===== src/rtl/control_pkg.sv =====
// Shared definitions for the multicycle MIPS control unit: state codes,
// ALU operation encodings and the dispatch codes produced by the encoder.
package control_pkg;

  typedef enum logic [6:0] {
    S_RESET       = 7'd0,
    S_FETCH_ADDR  = 7'd1,
    S_PC_INC      = 7'd2,
    S_FETCH_WAIT  = 7'd3,
    S_DECODE      = 7'd4,
    S_ADDU        = 7'd6,
    S_STORE_ADDR  = 7'd7,
    S_STORE_DATA  = 7'd8,
    S_STORE_WAIT  = 7'd9,
    S_BEQ_CMP     = 7'd11,
    S_BEQ_TAKE    = 7'd12,
    S_LOAD_ADDR   = 7'd13,
    S_LOAD_WAIT   = 7'd14,
    S_LOAD_WB     = 7'd15,
    S_SUBU        = 7'd17,
    S_MEM_ERR     = 7'd31
  } state_t;

  localparam logic [1:0] ALU_ADD = 2'b00;
  localparam logic [1:0] ALU_SUB = 2'b01;

  // Dispatch codes emitted by the instruction encoder; 0 means unsupported.
  localparam logic [6:0] DISPATCH_NONE  = 7'd0;
  localparam logic [6:0] DISPATCH_ADDU  = 7'd6;
  localparam logic [6:0] DISPATCH_STORE = 7'd7;
  localparam logic [6:0] DISPATCH_BEQ   = 7'd11;
  localparam logic [6:0] DISPATCH_LOAD  = 7'd13;
  localparam logic [6:0] DISPATCH_SUBU  = 7'd17;

  // True when the encoder code names an instruction this unit executes.
  function automatic logic is_dispatch(input logic [6:0] code);
    logic ok;
    case (code)
      DISPATCH_ADDU, DISPATCH_STORE, DISPATCH_BEQ,
      DISPATCH_LOAD, DISPATCH_SUBU: ok = 1'b1;
      default:                      ok = 1'b0;
    endcase
    return ok;
  endfunction

  // True for the states that wait on the memory handshake.
  function automatic logic is_wait_state(input state_t s);
    logic w;
    case (s)
      S_FETCH_WAIT, S_STORE_WAIT, S_LOAD_WAIT: w = 1'b1;
      default:                                 w = 1'b0;
    endcase
    return w;
  endfunction

endpackage


===== src/rtl/mem_wait_timer.sv =====
// Wait-cycle counter for memory handshake states. Cleared on entry to a
// wait state, counts cycles without moc, and flags the final allowed cycle.
module mem_wait_timer #(
  parameter int MEM_TIMEOUT = 16,
  parameter int CNT_W       = 8
) (
  input  logic clk,
  input  logic reset,
  input  logic clear,
  input  logic enable,
  output logic expired
);

  localparam int              LIMIT   = (MEM_TIMEOUT == 0) ? 0 : MEM_TIMEOUT - 1;
  localparam logic [CNT_W-1:0] LIMIT_C = CNT_W'(LIMIT);
  localparam logic [CNT_W-1:0] CNT_MAX = {CNT_W{1'b1}};
  localparam logic [CNT_W-1:0] CNT_ONE = CNT_W'(1);

  logic [CNT_W-1:0] count;

  // Wait counter: reset/clear to zero, saturating increment while enabled.
  always_ff @(posedge clk) begin
    if (reset) begin
      count <= {CNT_W{1'b0}};
    end else if (clear) begin
      count <= {CNT_W{1'b0}};
    end else if (enable && (count != CNT_MAX)) begin
      count <= count + CNT_ONE;
    end else begin
      count <= count;
    end
  end

  // A zero timeout disables expiry entirely.
  assign expired = (MEM_TIMEOUT != 0) && (count == LIMIT_C);

endmodule


===== src/rtl/control_sequencer.sv =====
// Multicycle control unit for the MIPS datapath: fetch/decode loop,
// instruction dispatch, datapath strobes and memory handshake with timeout.
module control_sequencer
  import control_pkg::*;
#(
  parameter int MEM_TIMEOUT = 16,
  parameter int CNT_W       = 8
) (
  input  logic       clk,
  input  logic       reset,
  input  logic [6:0] state_sel,
  input  logic       moc,
  input  logic       cond,
  output logic [6:0] state,
  output logic       mov,
  output logic       rw,
  output logic       mar_ld,
  output logic       mdr_ld,
  output logic       ir_ld,
  output logic       pc_ld,
  output logic       pc_src,
  output logic       rf_ld,
  output logic [1:0] alu_op,
  output logic       mem_err
);

  state_t state_q;
  state_t state_nxt;
  logic   timer_clear;
  logic   timer_en;
  logic   timer_expired;

  // The counter restarts whenever a wait state is entered from elsewhere,
  // and advances only while waiting without a completion.
  assign timer_clear = is_wait_state(state_nxt) && (state_nxt != state_q);
  assign timer_en    = is_wait_state(state_q) && !moc;

  mem_wait_timer #(
    .MEM_TIMEOUT (MEM_TIMEOUT),
    .CNT_W       (CNT_W)
  ) u_timer (
    .clk     (clk),
    .reset   (reset),
    .clear   (timer_clear),
    .enable  (timer_en),
    .expired (timer_expired)
  );

  // State register with synchronous reset.
  always_ff @(posedge clk) begin
    if (reset) begin
      state_q <= S_RESET;
    end else begin
      state_q <= state_nxt;
    end
  end

  // Next-state logic; moc on the last allowed wait cycle beats the timeout.
  always_comb begin
    state_nxt = state_q;
    case (state_q)
      S_RESET:      state_nxt = S_FETCH_ADDR;
      S_FETCH_ADDR: state_nxt = S_PC_INC;
      S_PC_INC:     state_nxt = S_FETCH_WAIT;
      S_FETCH_WAIT: begin
        if (moc) begin
          state_nxt = S_DECODE;
        end else if (timer_expired) begin
          state_nxt = S_MEM_ERR;
        end else begin
          state_nxt = S_FETCH_WAIT;
        end
      end
      S_DECODE: begin
        if (is_dispatch(state_sel)) begin
          state_nxt = state_t'(state_sel);
        end else begin
          state_nxt = S_FETCH_ADDR;
        end
      end
      S_ADDU:       state_nxt = S_FETCH_ADDR;
      S_SUBU:       state_nxt = S_FETCH_ADDR;
      S_STORE_ADDR: state_nxt = S_STORE_DATA;
      S_STORE_DATA: state_nxt = S_STORE_WAIT;
      S_STORE_WAIT: begin
        if (moc) begin
          state_nxt = S_FETCH_ADDR;
        end else if (timer_expired) begin
          state_nxt = S_MEM_ERR;
        end else begin
          state_nxt = S_STORE_WAIT;
        end
      end
      S_BEQ_CMP: begin
        if (cond) begin
          state_nxt = S_BEQ_TAKE;
        end else begin
          state_nxt = S_FETCH_ADDR;
        end
      end
      S_BEQ_TAKE:   state_nxt = S_FETCH_ADDR;
      S_LOAD_ADDR:  state_nxt = S_LOAD_WAIT;
      S_LOAD_WAIT: begin
        if (moc) begin
          state_nxt = S_LOAD_WB;
        end else if (timer_expired) begin
          state_nxt = S_MEM_ERR;
        end else begin
          state_nxt = S_LOAD_WAIT;
        end
      end
      S_LOAD_WB:    state_nxt = S_FETCH_ADDR;
      S_MEM_ERR:    state_nxt = S_MEM_ERR;
      default:      state_nxt = S_RESET;
    endcase
  end

  // Output decode: Moore from state, except ir_ld/mdr_ld in the moc cycle.
  always_comb begin
    mov     = 1'b0;
    rw      = 1'b0;
    mar_ld  = 1'b0;
    mdr_ld  = 1'b0;
    ir_ld   = 1'b0;
    pc_ld   = 1'b0;
    pc_src  = 1'b0;
    rf_ld   = 1'b0;
    alu_op  = ALU_ADD;
    mem_err = 1'b0;
    case (state_q)
      S_FETCH_ADDR: mar_ld = 1'b1;
      S_PC_INC: begin
        pc_ld  = 1'b1;
        pc_src = 1'b0;
      end
      S_FETCH_WAIT: begin
        mov   = 1'b1;
        rw    = 1'b1;
        ir_ld = moc;
      end
      S_ADDU: begin
        alu_op = ALU_ADD;
        rf_ld  = 1'b1;
      end
      S_SUBU: begin
        alu_op = ALU_SUB;
        rf_ld  = 1'b1;
      end
      S_STORE_ADDR: begin
        alu_op = ALU_ADD;
        mar_ld = 1'b1;
      end
      S_STORE_DATA: mdr_ld = 1'b1;
      S_STORE_WAIT: begin
        mov = 1'b1;
        rw  = 1'b0;
      end
      S_BEQ_CMP:    alu_op = ALU_SUB;
      S_BEQ_TAKE: begin
        pc_ld  = 1'b1;
        pc_src = 1'b1;
      end
      S_LOAD_ADDR: begin
        alu_op = ALU_ADD;
        mar_ld = 1'b1;
      end
      S_LOAD_WAIT: begin
        mov    = 1'b1;
        rw     = 1'b1;
        mdr_ld = moc;
      end
      S_LOAD_WB:    rf_ld   = 1'b1;
      S_MEM_ERR:    mem_err = 1'b1;
      default: begin
        mov = 1'b0;
      end
    endcase
  end

  assign state = state_q;

endmodule


===== config.mk =====
export PLATFORM = sky130hd
export DESIGN_NAME = control_sequencer
export DESIGN_NICKNAME = d
export VERILOG_FILES = /design/src/rtl/control_pkg.sv /design/src/rtl/mem_wait_timer.sv /design/src/rtl/control_sequencer.sv
export SDC_FILE = /design/constraint.sdc
export NUM_CORES = 1
export LEC_CHECK = 0
export ABC_CLOCK_PERIOD_IN_PS = 2650
export BUFFER_PORTS_ARGS = -buffer_cell sky130_fd_sc_hd__buf_2
export CAP_MARGIN = 40
export CORE_ASPECT_RATIO = 1.25
export CORE_MARGIN = 3
export CORE_UTILIZATION = 40
export CTS_BUF_LIST = sky130_fd_sc_hd__clkbuf_4 sky130_fd_sc_hd__clkbuf_8 sky130_fd_sc_hd__clkbuf_16
export DETAILED_ROUTE_END_ITERATION = 12
export PLACE_DENSITY = 0.72
export SLEW_MARGIN = 20
export SYNTH_ARGS = -nofsm -noshare
export SYNTH_HDL_FRONTEND = slang
export SYNTH_SLANG_ARGS = --single-unit

===== constraint.sdc =====
create_clock -name clk -period 2.65 [get_ports clk]
set_input_delay 0.53 -clock clk [delete_from_list [all_inputs] [get_ports clk]]
set_output_delay 0.53 -clock clk [all_outputs]
set_load 0.01 [all_outputs]

# == Yosys cells after proc, flatten, opt, wreduce, memory -nomap -nowiden ==
# Index checks and enable logic that the tools add are counted.
# op_classes
n_addsub,1
n_eq_ne,26
mux,22
reduce_logical,15
# ops
op,n
case mux 7 bit (12 select lines),1
equality test 7 x 4 -> 1 bit (second input constant),11
equality test 7 x 3 -> 1 bit (second input constant),5
2-to-1 mux 5 bit,6
equality test 7 x 2 -> 1 bit (second input constant),3
equality test 7 x 5 -> 1 bit (second input constant),3
2-to-1 mux 1 bit,12
OR reduction 3 bit,4
OR reduction 5 bit,2
adder 8 x 1 -> 8 bit (second input constant),1
equality test 8 x 4 -> 1 bit (second input constant),1
!= test 8 bit (second input constant),1
OR reduction 2 bit,4
equality test 7 x 1 -> 1 bit (second input constant),1
logical NOT 7 bit,1
2-to-1 mux 7 bit,1
!= test 7 bit,1
2-to-1 mux 4 bit,1
logical AND 1 bit,3
case mux 1 bit (2 select lines),1
logical NOT 1 bit,1
# totals
reg_bits,15
in_bits,11
output_inout_bits,18

# == Depth between registers and ports, before layout ==
# logic_depth
word_depth,11
mapped_depth,10
depth_no_buf,8

# == By module ==
# Synthesis repeated with hierarchy kept, for this count alone.
# unflattened
hier_cells,165
area_unflattened_um2,1287.5
# by_module_without_submodules
mod,n_inst,cells_per_inst,area_each_um2
control_sequencer,1,116,852.1
mem_wait_timer,1,49,435.4

# == Least setup slack after synthesis ==
# OpenSTA, ideal clock, no wires.
# synth_timing
path_kind,reg2reg
startpoint,register u_timer.count[0]
endpoint,register u_timer.count[0]
setup_ns,0.070
arrival_time_ns,2.318
slack_ns,0.262
stages_incl_launch_ff,9
cell_sequence,dfxtp_1 > ha_1 > nand4bb_1 > or4_4 > o41ai_4 > a311o_2 > xor2_1 > a221o_2 > a21oi_1
# synth_between
elab_chain_len,9
word_cells_on_any_way,19
# synth_lines
item,line_no,source
start: declaration,mem_wait_timer.sv:19,logic [CNT_W-1:0] count;
start signal: assignment,mem_wait_timer.sv:24,count <= {CNT_W{1'b0}};
start signal: assignment,mem_wait_timer.sv:26,count <= {CNT_W{1'b0}};
start signal: assignment,mem_wait_timer.sv:28,count <= count + CNT_ONE;
equality test 8 x 4 -> 1 bit,mem_wait_timer.sv:35,assign expired = (MEM_TIMEOUT != 0) && (count == LIMIT_C);
"2-to-1 mux 5 bit, on equally long branches","control_sequencer.sv:106, control_sequencer.sv:68, control_sequencer.sv:88",
"2-to-1 mux 5 bit, on equally long branches","control_sequencer.sv:104, control_sequencer.sv:66, control_sequencer.sv:86",
case mux 7 bit (12 select lines),control_sequencer.sv:61,case (state_q)
equality test 7 x 2 -> 1 bit or equality test 7 x 4 -> 1 bit (tied branches),control_pkg.sv:49,case (s)
OR reduction 3 bit,control_pkg.sv:49,
2-to-1 mux 1 bit,control_pkg.sv:49,
logical AND 1 bit,control_sequencer.sv:35,assign timer_clear = is_wait_state(state_nxt) && (state_nxt != state_q);
OR reduction 2 bit (no source line),n/a,
# Several ways; a longest one is shown, not always the timed one.
# A chain may end at the register's enable or synchronous reset.

# == Worst setup path in the final report ==
# layout_timing
startpoint,register u_timer.count[1]
endpoint,register u_timer.count[3]
# Same word-level chain as after synthesis.

==> results.json <==
{
  "fp.dieW_um": 58.7,
  "fin_worst_skew_ns": 0.00289,
  "antenna_found_initial": 0,
  "post-route-drc-count": 0,
  "synth_area_per_cell_um2": 8.11,
  "cts_max_level": 1,
  "hold_violations": 0,
  "dp_worst_setup_slack_ns": -0.0143,
  "synth_top_area_share_pct": 21.6,
  "ys_types": 59,
  "synth_area_mm2": 0.00139,
  "dieArea_mm2": 0.00422,
  "final_layout_size_suffix_gt1_share_pct": 35.7,
  "worstPathRequired_ns": 2.83,
  "setup_viol": 0,
  "dpl.hpwl_um": 2920,
  "async_flop_share_pct": 0,
  "synth-main-ff-cell": "dfxtp_1",
  "min_to": "state[3]",
  "finalMaxSlewViolations": 0,
  "crit_path_cell_trace": "ha_4 > nand4bb_1 > or4_4 > o41ai_4 > a311o_2 > xor2_1 > a221o_2 > a21oi_1",
  "clock_latency_ns": 0.24,
  "first_iter_violations": 86,
  "via_per_inst": 5.95,
  "final_util_pct": 52.9,
  "status": "finished, final reports clean",
  "start_util_pct": 42.3,
  "min_period_ns": 2.60,
  "vias": 1469,
  "tns_ns": 0,
  "wl_per_cell_um": 15.3,
  "seq_area_frac_synth_pct": 21.6,
  "rows": 23,
  "min_period_over_period_pct": 98.3,
  "cts_tree": "done",
  "hp-start": "reset",
  "arrival_ns": 2.78,
  "fin_nets": 223,
  "yosysMostFrequentCell": "dfxtp_1",
  "worst_slack_ns": 0.0462,
  "area_delta_synth_final_pct": 25.2,
  "core_area_mm2": 0.00328,
  "drv_cap": 0,
  "dr.pass1.iters": 4,
  "cts-buffers-inserted": 3,
  "cts.clk_slew.worst_paths_ns": 0.06,
  "reg2regPathDepth": 8,
  "power_w": 0.000480,
  "synth_cells": 171,
  "cts.sinks": 15,
  "leakagePower_nw": 0.734,
  "gp_congestion": 0.964,
  "cp_max_fo": 8,
  "reg2reg_to": "u_timer.count[3]",
  "overflow": 0,
  "synth_top_cell_by_area": "dfxtp_1",
  "crit_slowest_cell": "or4_4",
  "ir_drop_uv": 236,
  "dpl_cell_area_mm2": 0.00159,
  "worst-path-buf-inv": 0,
  "grt_pass1_vias": 1353,
  "power_density_mw_per_mm2": 276,
  "ant_nets": 0,
  "holdBufCountCts": 0,
  "end_kind": "flip-flop",
  "netlist_top_cells_count": "dfxtp_1, a21oi_1, nand2_1",
  "min_path_cells": 2,
  "regToRegSetupSlack_ns": 0.05,
  "num_io_pins": 29,
  "critical_path_class": "flip-flop to flip-flop",
  "grt_pass1_wl_um": 6230,
  "r2r_start": "u_timer.count[1]",
  "grt_usage_pct": 18.6,
  "stdcell_area_mm2": 0.00174,
  "cp-start-kind": "flip-flop",
  "hold_class": "primary input to flip-flop",
  "ys_seq_elements": 15,
  "cts_buffer_depth": 2,
  "cts_root_buf": "clkbuf_8",
  "slowest_delay_ns": 0.57,
  "max_slew_margin_pct": 62.0,
  "port_buffers": 27,
  "crit_family": "compound AO/OA/AOI/OAI gates",
  "tightest_slew_ns": 0.565,
  "ys_top_cells_by_area": "dfxtp_1, a21oi_1, xor2_1",
  "wl_um": 3790,
  "diodes": 0,
  "die_h_um": 71.9,
  "timing.fmax_ghz": 0.384,
  "synth_edf_count": 0,
  "grt_max_degree": 15,
  "rsz0062_at_grt": "yes",
  "ys_warn_count": 0
}
sequential cells by signal, indices dropped and copies added, names as in the netlist:
| signal | flops |
|---|---|
| u_timer.count | 8 |
| state | 7 |
worst max-delay path by stage:
stage | from | endpoint | slack, ns | cells after the start
final | u_timer.count[1] | u_timer.count[3] | 0.05 | 8
after global routing | u_timer.count[1] | u_timer.count[6] | -0.04 | 8
after CTS | u_timer.count[0] | u_timer.count[5] | 0.01 | 8
after detailed placement | u_timer.count[0] | u_timer.count[5] | -0.01 | 8
after global placement | u_timer.count[0] | u_timer.count[3] | 0.04 | 8
after floorplan | u_timer.count[0] | u_timer.count[0] | 0.26 | 8
area by class of cell:
class | instances | area, um2
flip-flops and latches | 15 | 305
inverters | 3 | 11.3
multi-input cells | 143 | 1060
clock buffers | 3 | 41.3
fillers | 307 | 1540
repair buffers | 45 | 270
clock inverters | 1 | 5.00
well taps | 37 | 46.3
report_power, final:
part,switching (W),internal [W]
Clock,0.0000777,0.000104
Combinational,0.0000389,0.0000274
Sequential,0.00000456,0.000227
logic make-up after synthesis:
| kind of cell | after synthesis | synth area share, % |
|---|---|---|
| xor+xnor | 11 | 6.94 |
| other cells | 1 | 0.270 |
| fa+ha+maj | 1 | 0.902 |
| flops | 15 | 21.6 |
| compound gates | 41 | 23.3 |
| mux | 4 | 2.98 |
| simple gates | 83 | 37.7 |
| buf+inv | 15 | 6.31 |
routing by layer:
metal,vias to the layer above,part of all wire (%),track usage [%]
li1,719,-,-
met1,683,39,22.8
met2,57,53,31.4
met3,10,5.9,2.88
met4,0,2.0,8.31
met5,-,0,0
layout by cell type (no fill, tap or decap), drive strengths merged, types with 2 or more instances in the layout:
master   n
a21oi   14
nor3     8
o211ai   4
nor2b    3
xnor2    4
a31oi    3
nor2    11
dfxtp   15
nand2b   3
nand3b   2
o31a     2
and3     7
clkbuf   3
nor4     4
buf     45
o21a     2
mux2i    3
and2     6
a31o     2
o21ai    2
xor2     7
nor3b    3
or3      2
nand2   14
inv      3
conb     3
nor4b    3
nand4    8
a21boi   2
nand3    2
what timing repair did:
action                                  4_1_cts  5_1_grt
pin swaps                                     1       12
resized for setup                             1       12
buffers inserted                              0        6
endpoints found under the setup margin        3        8
gates cloned                                  0        0
per-stage QoR:
stage,std cells,hold slack [ns]
final,247,0.551
after floorplan,173,0.506
after global placement,237,0.526
after global routing,247,0.539
after detailed placement,237,0.556
after CTS,241,0.534
No activity file was read; power rests on OpenSTA's default activity.
